File: src/rtl/change_pkg.sv
// change_pkg: shared types and constants for the change dispenser.
//   - state_t       : dispenser FSM state encoding
//   - HOP_Q/D/N     : hopper indices (quarter, dime, nickel)
//   - DEN_Q/D/N     : coin values in cents
//   - hop_cents()   : hopper index -> coin value in cents
//   - hop_onehot()  : hopper index -> coin_eject / coin_sensed bit mask
package change_pkg;

  typedef enum logic [2:0] {
    ST_IDLE,
    ST_SELECT,
    ST_EJECT,
    ST_WAIT,
    ST_FINISH
  } state_t;

  localparam logic [1:0] HOP_Q = 2'd0;
  localparam logic [1:0] HOP_D = 2'd1;
  localparam logic [1:0] HOP_N = 2'd2;

  localparam logic [7:0] DEN_Q = 8'd25;
  localparam logic [7:0] DEN_D = 8'd10;
  localparam logic [7:0] DEN_N = 8'd5;

  function automatic logic [7:0] hop_cents(input logic [1:0] hop);
    case (hop)
      HOP_Q:   return DEN_Q;
      HOP_D:   return DEN_D;
      HOP_N:   return DEN_N;
      default: return 8'd0;
    endcase
  endfunction

  function automatic logic [2:0] hop_onehot(input logic [1:0] hop);
    case (hop)
      HOP_Q:   return 3'b001;
      HOP_D:   return 3'b010;
      HOP_N:   return 3'b100;
      default: return 3'b000;
    endcase
  endfunction

endpackage

File: src/rtl/change_dispenser_hopper_timer.sv
// hopper_timer: shared eject-pulse / sense-timeout counter for the hoppers.
// A start pulse begins an eject phase of EJECT_CYC cycles; pulse_end is high
// in the last cycle of that phase. A timeout phase of TIMEOUT_CYC cycles
// follows; expire is high in its last cycle, after which the timer idles.
// stop returns the timer to idle (used when the coin is sensed).
// Ports:
//   clk, rst    clock, synchronous active-high reset
//   start       begin a new eject phase (wins over stop)
//   stop        abandon the current attempt
//   pulse_end   last cycle of the eject phase
//   expire      last cycle of the timeout phase
module hopper_timer #(
  parameter int EJECT_CYC   = 4,
  parameter int TIMEOUT_CYC = 200
) (
  input  logic clk,
  input  logic rst,
  input  logic start,
  input  logic stop,
  output logic pulse_end,
  output logic expire
);

  localparam int MAX_CYC = (EJECT_CYC > TIMEOUT_CYC) ? EJECT_CYC : TIMEOUT_CYC;
  localparam int CW      = $clog2(MAX_CYC + 1);
  localparam logic [CW-1:0] EJ_LAST = CW'(EJECT_CYC - 1);
  localparam logic [CW-1:0] TO_LAST = CW'(TIMEOUT_CYC - 1);

  typedef enum logic [1:0] {PH_IDLE, PH_PULSE, PH_TMO} phase_t;

  phase_t          phase;
  logic [CW-1:0]   cnt;

  assign pulse_end = (phase == PH_PULSE) && (cnt == EJ_LAST);
  assign expire    = (phase == PH_TMO)   && (cnt == TO_LAST);

  always_ff @(posedge clk) begin
    if (rst) begin
      phase <= PH_IDLE;
      cnt   <= '0;
    end else if (start) begin
      phase <= PH_PULSE;
      cnt   <= '0;
    end else if (stop) begin
      phase <= PH_IDLE;
      cnt   <= '0;
    end else begin
      case (phase)
        PH_PULSE: begin
          if (cnt == EJ_LAST) begin
            phase <= PH_TMO;
            cnt   <= '0;
          end else begin
            cnt <= cnt + 1'b1;
          end
        end
        PH_TMO: begin
          if (cnt == TO_LAST) begin
            phase <= PH_IDLE;
            cnt   <= '0;
          end else begin
            cnt <= cnt + 1'b1;
          end
        end
        default: begin
          phase <= PH_IDLE;
          cnt   <= '0;
        end
      endcase
    end
  end

endmodule

File: src/rtl/change_dispenser.sv
// change_dispenser: pays a change amount back out through three coin hoppers
// (quarter, dime, nickel), choosing coins greedily, tracking inventory,
// retrying hoppers that do not sense, and reporting any shortfall.
// Optional feature macro: CHANGE_STATS_EN adds coins_paid / timeouts counters.
// Ports:
//   clk, rst                      clock, synchronous active-high reset
//   change_req, change_amount     request strobe and amount (cents), idle only
//   ready                         high while idle
//   inv_load, inv_sel, inv_value  inventory write (idle only; sel 3 ignored)
//   coin_eject[2:0]               one-hot eject drive {nickel, dime, quarter}
//   coin_sensed[2:0]              one-cycle sensor pulses, same bit order
//   remaining                     cents still owed
//   done, short, shortfall        completion pulse, shortfall flag and amount
//   sensor_err                    sticky unexpected-sense flag
//   inv_q, inv_d, inv_n           hopper inventories
//   coins_paid, timeouts          (CHANGE_STATS_EN only) statistics
module change_dispenser
  import change_pkg::*;
#(
  parameter int AMT_W       = 8,
  parameter int INV_W       = 8,
  parameter int EJECT_CYC   = 4,
  parameter int TIMEOUT_CYC = 200,
  parameter int MAX_RETRY   = 2
) (
  input  logic             clk,
  input  logic             rst,
  input  logic             change_req,
  input  logic [AMT_W-1:0] change_amount,
  output logic             ready,
  input  logic             inv_load,
  input  logic [1:0]       inv_sel,
  input  logic [INV_W-1:0] inv_value,
  output logic [2:0]       coin_eject,
  input  logic [2:0]       coin_sensed,
  output logic [AMT_W-1:0] remaining,
  output logic             done,
  output logic             short,
  output logic [AMT_W-1:0] shortfall,
  output logic             sensor_err,
`ifdef CHANGE_STATS_EN
  output logic [15:0]      coins_paid,
  output logic [7:0]       timeouts,
`endif
  output logic [INV_W-1:0] inv_q,
  output logic [INV_W-1:0] inv_d,
  output logic [INV_W-1:0] inv_n
);

  localparam int RW = $clog2(MAX_RETRY + 1) > 0 ? $clog2(MAX_RETRY + 1) : 1;
  localparam logic [RW-1:0] MAX_R = RW'(MAX_RETRY);

  state_t          state;
  logic [1:0]      sel_idx;
  logic [RW-1:0]   retry;

  logic            sel_found;
  logic [1:0]      sel_next;
  logic [2:0]      active_mask;
  logic            sense_hit;
  logic            spurious;
  logic            retry_ok;
  logic            tmr_start;
  logic            tmr_stop;
  logic            pulse_end;
  logic            expire;
  logic [AMT_W-1:0] sel_cents;

  // Greedy pick: largest coin that fits in what is owed and is in stock.
  always_comb begin
    sel_found = 1'b0;
    sel_next  = HOP_Q;
    if (remaining >= AMT_W'(DEN_Q) && inv_q != '0) begin
      sel_found = 1'b1;
      sel_next  = HOP_Q;
    end else if (remaining >= AMT_W'(DEN_D) && inv_d != '0) begin
      sel_found = 1'b1;
      sel_next  = HOP_D;
    end else if (remaining >= AMT_W'(DEN_N) && inv_n != '0) begin
      sel_found = 1'b1;
      sel_next  = HOP_N;
    end
  end

  // A sense is only expected from the hopper currently being driven.
  always_comb begin
    active_mask = 3'b000;
    if (state == ST_EJECT || state == ST_WAIT)
      active_mask = hop_onehot(sel_idx);
    sense_hit = |(coin_sensed & active_mask);
    spurious  = |(coin_sensed & ~active_mask);
    retry_ok  = (retry < MAX_R);
    sel_cents = AMT_W'(hop_cents(sel_idx));
    tmr_start = ((state == ST_SELECT) && sel_found) ||
                ((state == ST_WAIT) && !sense_hit && expire && retry_ok);
    tmr_stop  = sense_hit;
  end

  hopper_timer #(
    .EJECT_CYC   (EJECT_CYC),
    .TIMEOUT_CYC (TIMEOUT_CYC)
  ) u_timer (
    .clk       (clk),
    .rst       (rst),
    .start     (tmr_start),
    .stop      (tmr_stop),
    .pulse_end (pulse_end),
    .expire    (expire)
  );

  always_ff @(posedge clk) begin
    if (rst) begin
      state      <= ST_IDLE;
      ready      <= 1'b1;
      sel_idx    <= HOP_Q;
      retry      <= '0;
      coin_eject <= 3'b000;
      remaining  <= '0;
      done       <= 1'b0;
      short      <= 1'b0;
      shortfall  <= '0;
      sensor_err <= 1'b0;
      inv_q      <= '0;
      inv_d      <= '0;
      inv_n      <= '0;
    end else begin
      done <= 1'b0;
      if (spurious)
        sensor_err <= 1'b1;

      case (state)
        ST_IDLE: begin
          if (inv_load) begin
            case (inv_sel)
              HOP_Q:   inv_q <= inv_value;
              HOP_D:   inv_d <= inv_value;
              HOP_N:   inv_n <= inv_value;
              default: ;
            endcase
          end
          if (change_req) begin
            remaining <= change_amount;
            shortfall <= '0;
            short     <= 1'b0;
            ready     <= 1'b0;
            state     <= ST_SELECT;
          end
        end

        ST_SELECT: begin
          if (sel_found) begin
            sel_idx    <= sel_next;
            retry      <= '0;
            coin_eject <= hop_onehot(sel_next);
            state      <= ST_EJECT;
          end else begin
            // done/short/shortfall are registered here so they are valid
            // during the single FINISH cycle.
            done      <= 1'b1;
            shortfall <= remaining;
            short     <= (remaining != '0);
            state     <= ST_FINISH;
          end
        end

        ST_EJECT, ST_WAIT: begin
          if (sense_hit) begin
            remaining  <= remaining - sel_cents;
            coin_eject <= 3'b000;
            state      <= ST_SELECT;
            case (sel_idx)
              HOP_Q:   inv_q <= inv_q - 1'b1;
              HOP_D:   inv_d <= inv_d - 1'b1;
              HOP_N:   inv_n <= inv_n - 1'b1;
              default: ;
            endcase
          end else if (state == ST_EJECT) begin
            if (pulse_end) begin
              coin_eject <= 3'b000;
              state      <= ST_WAIT;
            end
          end else if (expire) begin
            if (retry_ok) begin
              retry      <= retry + 1'b1;
              coin_eject <= hop_onehot(sel_idx);
              state      <= ST_EJECT;
            end else begin
              // Out of retries: treat the hopper as empty so SELECT skips it.
              state <= ST_SELECT;
              case (sel_idx)
                HOP_Q:   inv_q <= '0;
                HOP_D:   inv_d <= '0;
                HOP_N:   inv_n <= '0;
                default: ;
              endcase
            end
          end
        end

        ST_FINISH: begin
          remaining <= '0;
          ready     <= 1'b1;
          state     <= ST_IDLE;
        end

        default: begin
          coin_eject <= 3'b000;
          ready      <= 1'b1;
          state      <= ST_IDLE;
        end
      endcase
    end
  end

`ifdef CHANGE_STATS_EN
  always_ff @(posedge clk) begin
    if (rst) begin
      coins_paid <= '0;
      timeouts   <= '0;
    end else begin
      if (sense_hit)
        coins_paid <= coins_paid + 16'd1;
      if (state == ST_WAIT && !sense_hit && expire && timeouts != 8'hFF)
        timeouts <= timeouts + 8'd1;
    end
  end
`endif

endmodule

File: config.mk
export PLATFORM = sky130hd
export DESIGN_NAME = change_dispenser
export DESIGN_NICKNAME = d
export VERILOG_FILES = /design/src/rtl/change_pkg.sv /design/src/rtl/change_dispenser_hopper_timer.sv /design/src/rtl/change_dispenser.sv
export SDC_FILE = /design/constraint.sdc
export NUM_CORES = 1
export LEC_CHECK = 0
export BUFFER_PORTS_ARGS = -buffer_cell sky130_fd_sc_hd__buf_4
export CAP_MARGIN = 20
export CORE_MARGIN = 2
export CORE_UTILIZATION = 25
export CTS_BUF_LIST = sky130_fd_sc_hd__clkbuf_16
export DETAILED_ROUTE_END_ITERATION = 10
export GPL_ROUTABILITY_DRIVEN = 0
export PLACE_DENSITY_LB_ADDON = 0.25
export RECOVER_POWER = 50
export SLEW_MARGIN = 20
export SYNTH_ARGS = -nofsm -noshare
export SYNTH_HDL_FRONTEND = slang
export SYNTH_SLANG_ARGS = --single-unit
export TNS_END_PERCENT = 30
File: constraint.sdc
create_clock -name clk -period 3.63 [get_ports clk]
set_input_delay 1.089 -clock clk [delete_from_list [all_inputs] [get_ports clk]]
set_output_delay 1.089 -clock clk [all_outputs]
set_load 0.05 [all_outputs]
==> metrics.csv <==
stage,metric,value,unit
route,Final ANT Viol Nets,0,
global_route,total track usage,14.3,%
synthesis,sequential area share after synthesis,32.5,%
power_and_ir_drop,Power Total,4010,uW
placed_design,post-place setup slack,0.511,ns
sta,Max Freq,351,MHz
power_and_ir_drop,Pleak,0.00167,uW
global_route,number of global-route vias before repair,3558,
sta,fin crit period,2.85,ns
clock_tree,TritonCTS clock tree,done,
floorplanning,Ports,72,
sta,crit share post-route,78.4,%
route,final wirelength,12.0,mm
route,routed length per instance,15.7,um
worst_hold_path,Worst Hold Class,reg -> reg,
clock_tree,depth of the CTS H-tree,3,
finish,Final nets,588,
worst_setup_path,nature of the critical path endpoint,flop,
worst_setup_path,crit path kind,in -> reg,
synthesis,Syn Std Cell Area,0.00394,mm^2
synthesis,synthesis warning total,0,
floorplanning,die height,130,um
route,DRT iter0 DRCs,307,
clock_tree,Resize count post-CTS,0,
floorplanning,Die Area,0.0168,mm^2
synthesis,ys flop type,dfxtp_1,
sta,RSZ-0062 raised after global routing,false,
clock_tree,Worst-Skew Late Latency,0.34,ns
clock_tree,clock sinks,64,
worst_setup_path,Worst Path Max Fanout,16,
global_route,Congestion Overflow GR,0,
power_and_ir_drop,Comb power frac,50.6,%
floorplanning,Die Wd,130,um
sta,relative slew slack,19.7,%
route,first-pass iteration count of the detailed router,4,
finish,share of layout cells above drive strength 1,13.8,%
clock_tree,Max clock buf depth,2,
power_and_ir_drop,cell-internal power,2080,uW
finish,n_diodes,0,
clock_tree,TritonCTS Buffers,9,
synthesis,Mapped Nets,527,
sta,worst setup margin,0.783,ns
global_route,first-pass GRT wire length,18.9,mm
clock_tree,post-CTS setup buffer count,0,
worst_setup_path,CP Data Required Time,3.87,ns
worst_setup_path,startpoint type of the worst setup path,primary input,
power_and_ir_drop,share of power burned in registers,25.8,%
route,drt via density,5.01,
global_route,antenna violations before repair,0,
route,via count,3845,
synthesis,Cells after Synth,490,
clock_tree,hold_buf cts,0,
placed_design,"number of placed instances, taps included",751,
status,outcome,completed,
power_and_ir_drop,Clk network pwr share,23.5,%
placed_design,placed wire-length estimate,8.62,mm
global_route,largest net degree at the start of global routing,51,
synthesis,Yosys reg bits,64,
synthesis,Synth Area per Inst,8.05,um^2
power_and_ir_drop,sw frac,48.2,%
sta,Worst Skew,0.00797,ns
sta,Final Max Tran Viols,0,
sta,setup TNS,0,ns
worst_setup_path,WP data arrival,3.09,ns
job,max-cap check violation count,0,
finish,area delta synth->final,20.6,%
placed_design,PortBufs,71,
synthesis,Synth cell types,68,
floorplanning,Initial Util,25.7,%
sta,Worst Tran Pin Value,1.20,ns
sta,Fin. Hold Viols,0,
synthesis,"FFs w/ async S/R, synth",0,%
floorplanning,row count,45,
power_and_ir_drop,pwr dens,844,mW/mm^2
synthesis,Post-synth EDFFs,0,
clock_tree,clk root buf,clkbuf_16,
power_and_ir_drop,NetSw,1930,uW
sta,endpoints failing setup,0,
finish,Layout Cells excl Fill,767,
route,post-route DRC violation count,0,
clock_tree,clock-pin slew on the worst setup and hold paths,0.06,ns
power_and_ir_drop,worst vdd ir,0.242,mV
floorplanning,Core ar.,0.0153,mm^2
final cells by class:
class                      count  area [um^2]
tap                          211          264
timing repair buffer          77          399
clock buffer                   9          225
clock inverter                 7         95.1
multi-input combinational    379         2410
fill                        1675        10600
sequential                    64         1280
inverter                      20         75.1
sequential cells by signal (all words and copies together) (netlist names), 3 cells and up:
signal,flops
inv_q,8
coin_eject,3
u_timer.cnt,8
inv_n,8
remaining,8
state,3
inv_d,8
shortfall,8
worst max-delay path, cell delays in order:
cell,delay (ns)
buf_4,0.11
mux2i_1,0.45
o22ai_4,0.15
o31ai_2,0.31
a221o_1,0.57
nor2_1,0.16
a211oi_2,0.24
final timing paths:
kind | end | cells past startpoint | slack (ns) | startpoint
min | u_timer.cnt[0] | 1 | 0.44 | u_timer.cnt[0]
min reg2reg | u_timer.cnt[0] | 1 | 0.44 | u_timer.cnt[0]
max | inv_n[1] | 7 | 0.78 | coin_sensed[2]
max reg2reg | inv_n[1] | 7 | 0.80 | state[2]
Yosys cell counts (all sizes together), types with 7 or more instances:
library cell	count	area, um^2
nand2b	18	113
o32ai	7	114
a211oi	10	95.1
dfxtp	64	1280
buf	10	67.6
nand3b	10	75.1
o21ai	37	185
nor3	22	110
inv	20	75.1
or3	10	62.6
a21oi	54	278
ha	11	138
nand2	35	131
nor2b	7	43.8
nand3	8	40.0
clkbuf	17	104
and2	8	52.6
a31oi	10	62.6
nor2	51	191
logic make-up (layout without fill, tap and decap cells):
kind of cell | after synthesis | after routing | synth area share [%]
adder cells (fa/ha/maj) | 12 | 12 | 4.00
AO/OA/AOI/OAI | 163 | 163 | 29.2
multiplexers | 2 | 2 | 0.540
XOR/XNOR | 8 | 8 | 1.78
flip-flops | 64 | 64 | 32.5
buffers and inverters | 47 | 113 | 6.25
AND/OR/NAND/NOR | 194 | 194 | 25.7
metal layers:
metal / up-vias / wire (um) / GRT usage [%]
met5: - / 0 / 0
met4: 0 / 279 / 6.77
met3: 17 / 427 / 2.39
met2: 73 / 5620 / 22.0
met1: 1842 / 5710 / 19.4
li1: 1913 / - / -
cell usage in the layout (no fill, tap or decap), types with 11 or more instances in the layout:
cell and n:
a21oi_1 52, buf_4 29, clkbuf_1 47, dfxtp_1 64, ha_1 11, inv_1 20
nand2_1 35, nand2b_1 18, nor2_1 51, nor3_1 22, o21ai_0 30
power by group through the flow:
stage / clock network, uW / logic [uW] / registers [uW]
6_report: 944 / 2030 / 1040
5_1_grt: 989 / 2210 / 1060
4_1_cts: 961 / 2130 / 1040
3_5_place_dp: 0 / 2120 / 1050
3_3_place_gp: 0 / 2100 / 1050
2_1_floorplan: 0 / 1240 / 1400
per-stage QoR:
step / util (%) / cell area (um^2) / hold slack, ns
detailed placement: 30.1 / 4610 / 0.436
CTS: 32.2 / 4930 / 0.444
global placement: 30.1 / 4610 / 0.424
finish: 31.0 / 4750 / 0.441
floorplan: - / 3940 / 0.413
global route: 31.0 / 4750 / 0.457
(Power assumes the default switching activity.)
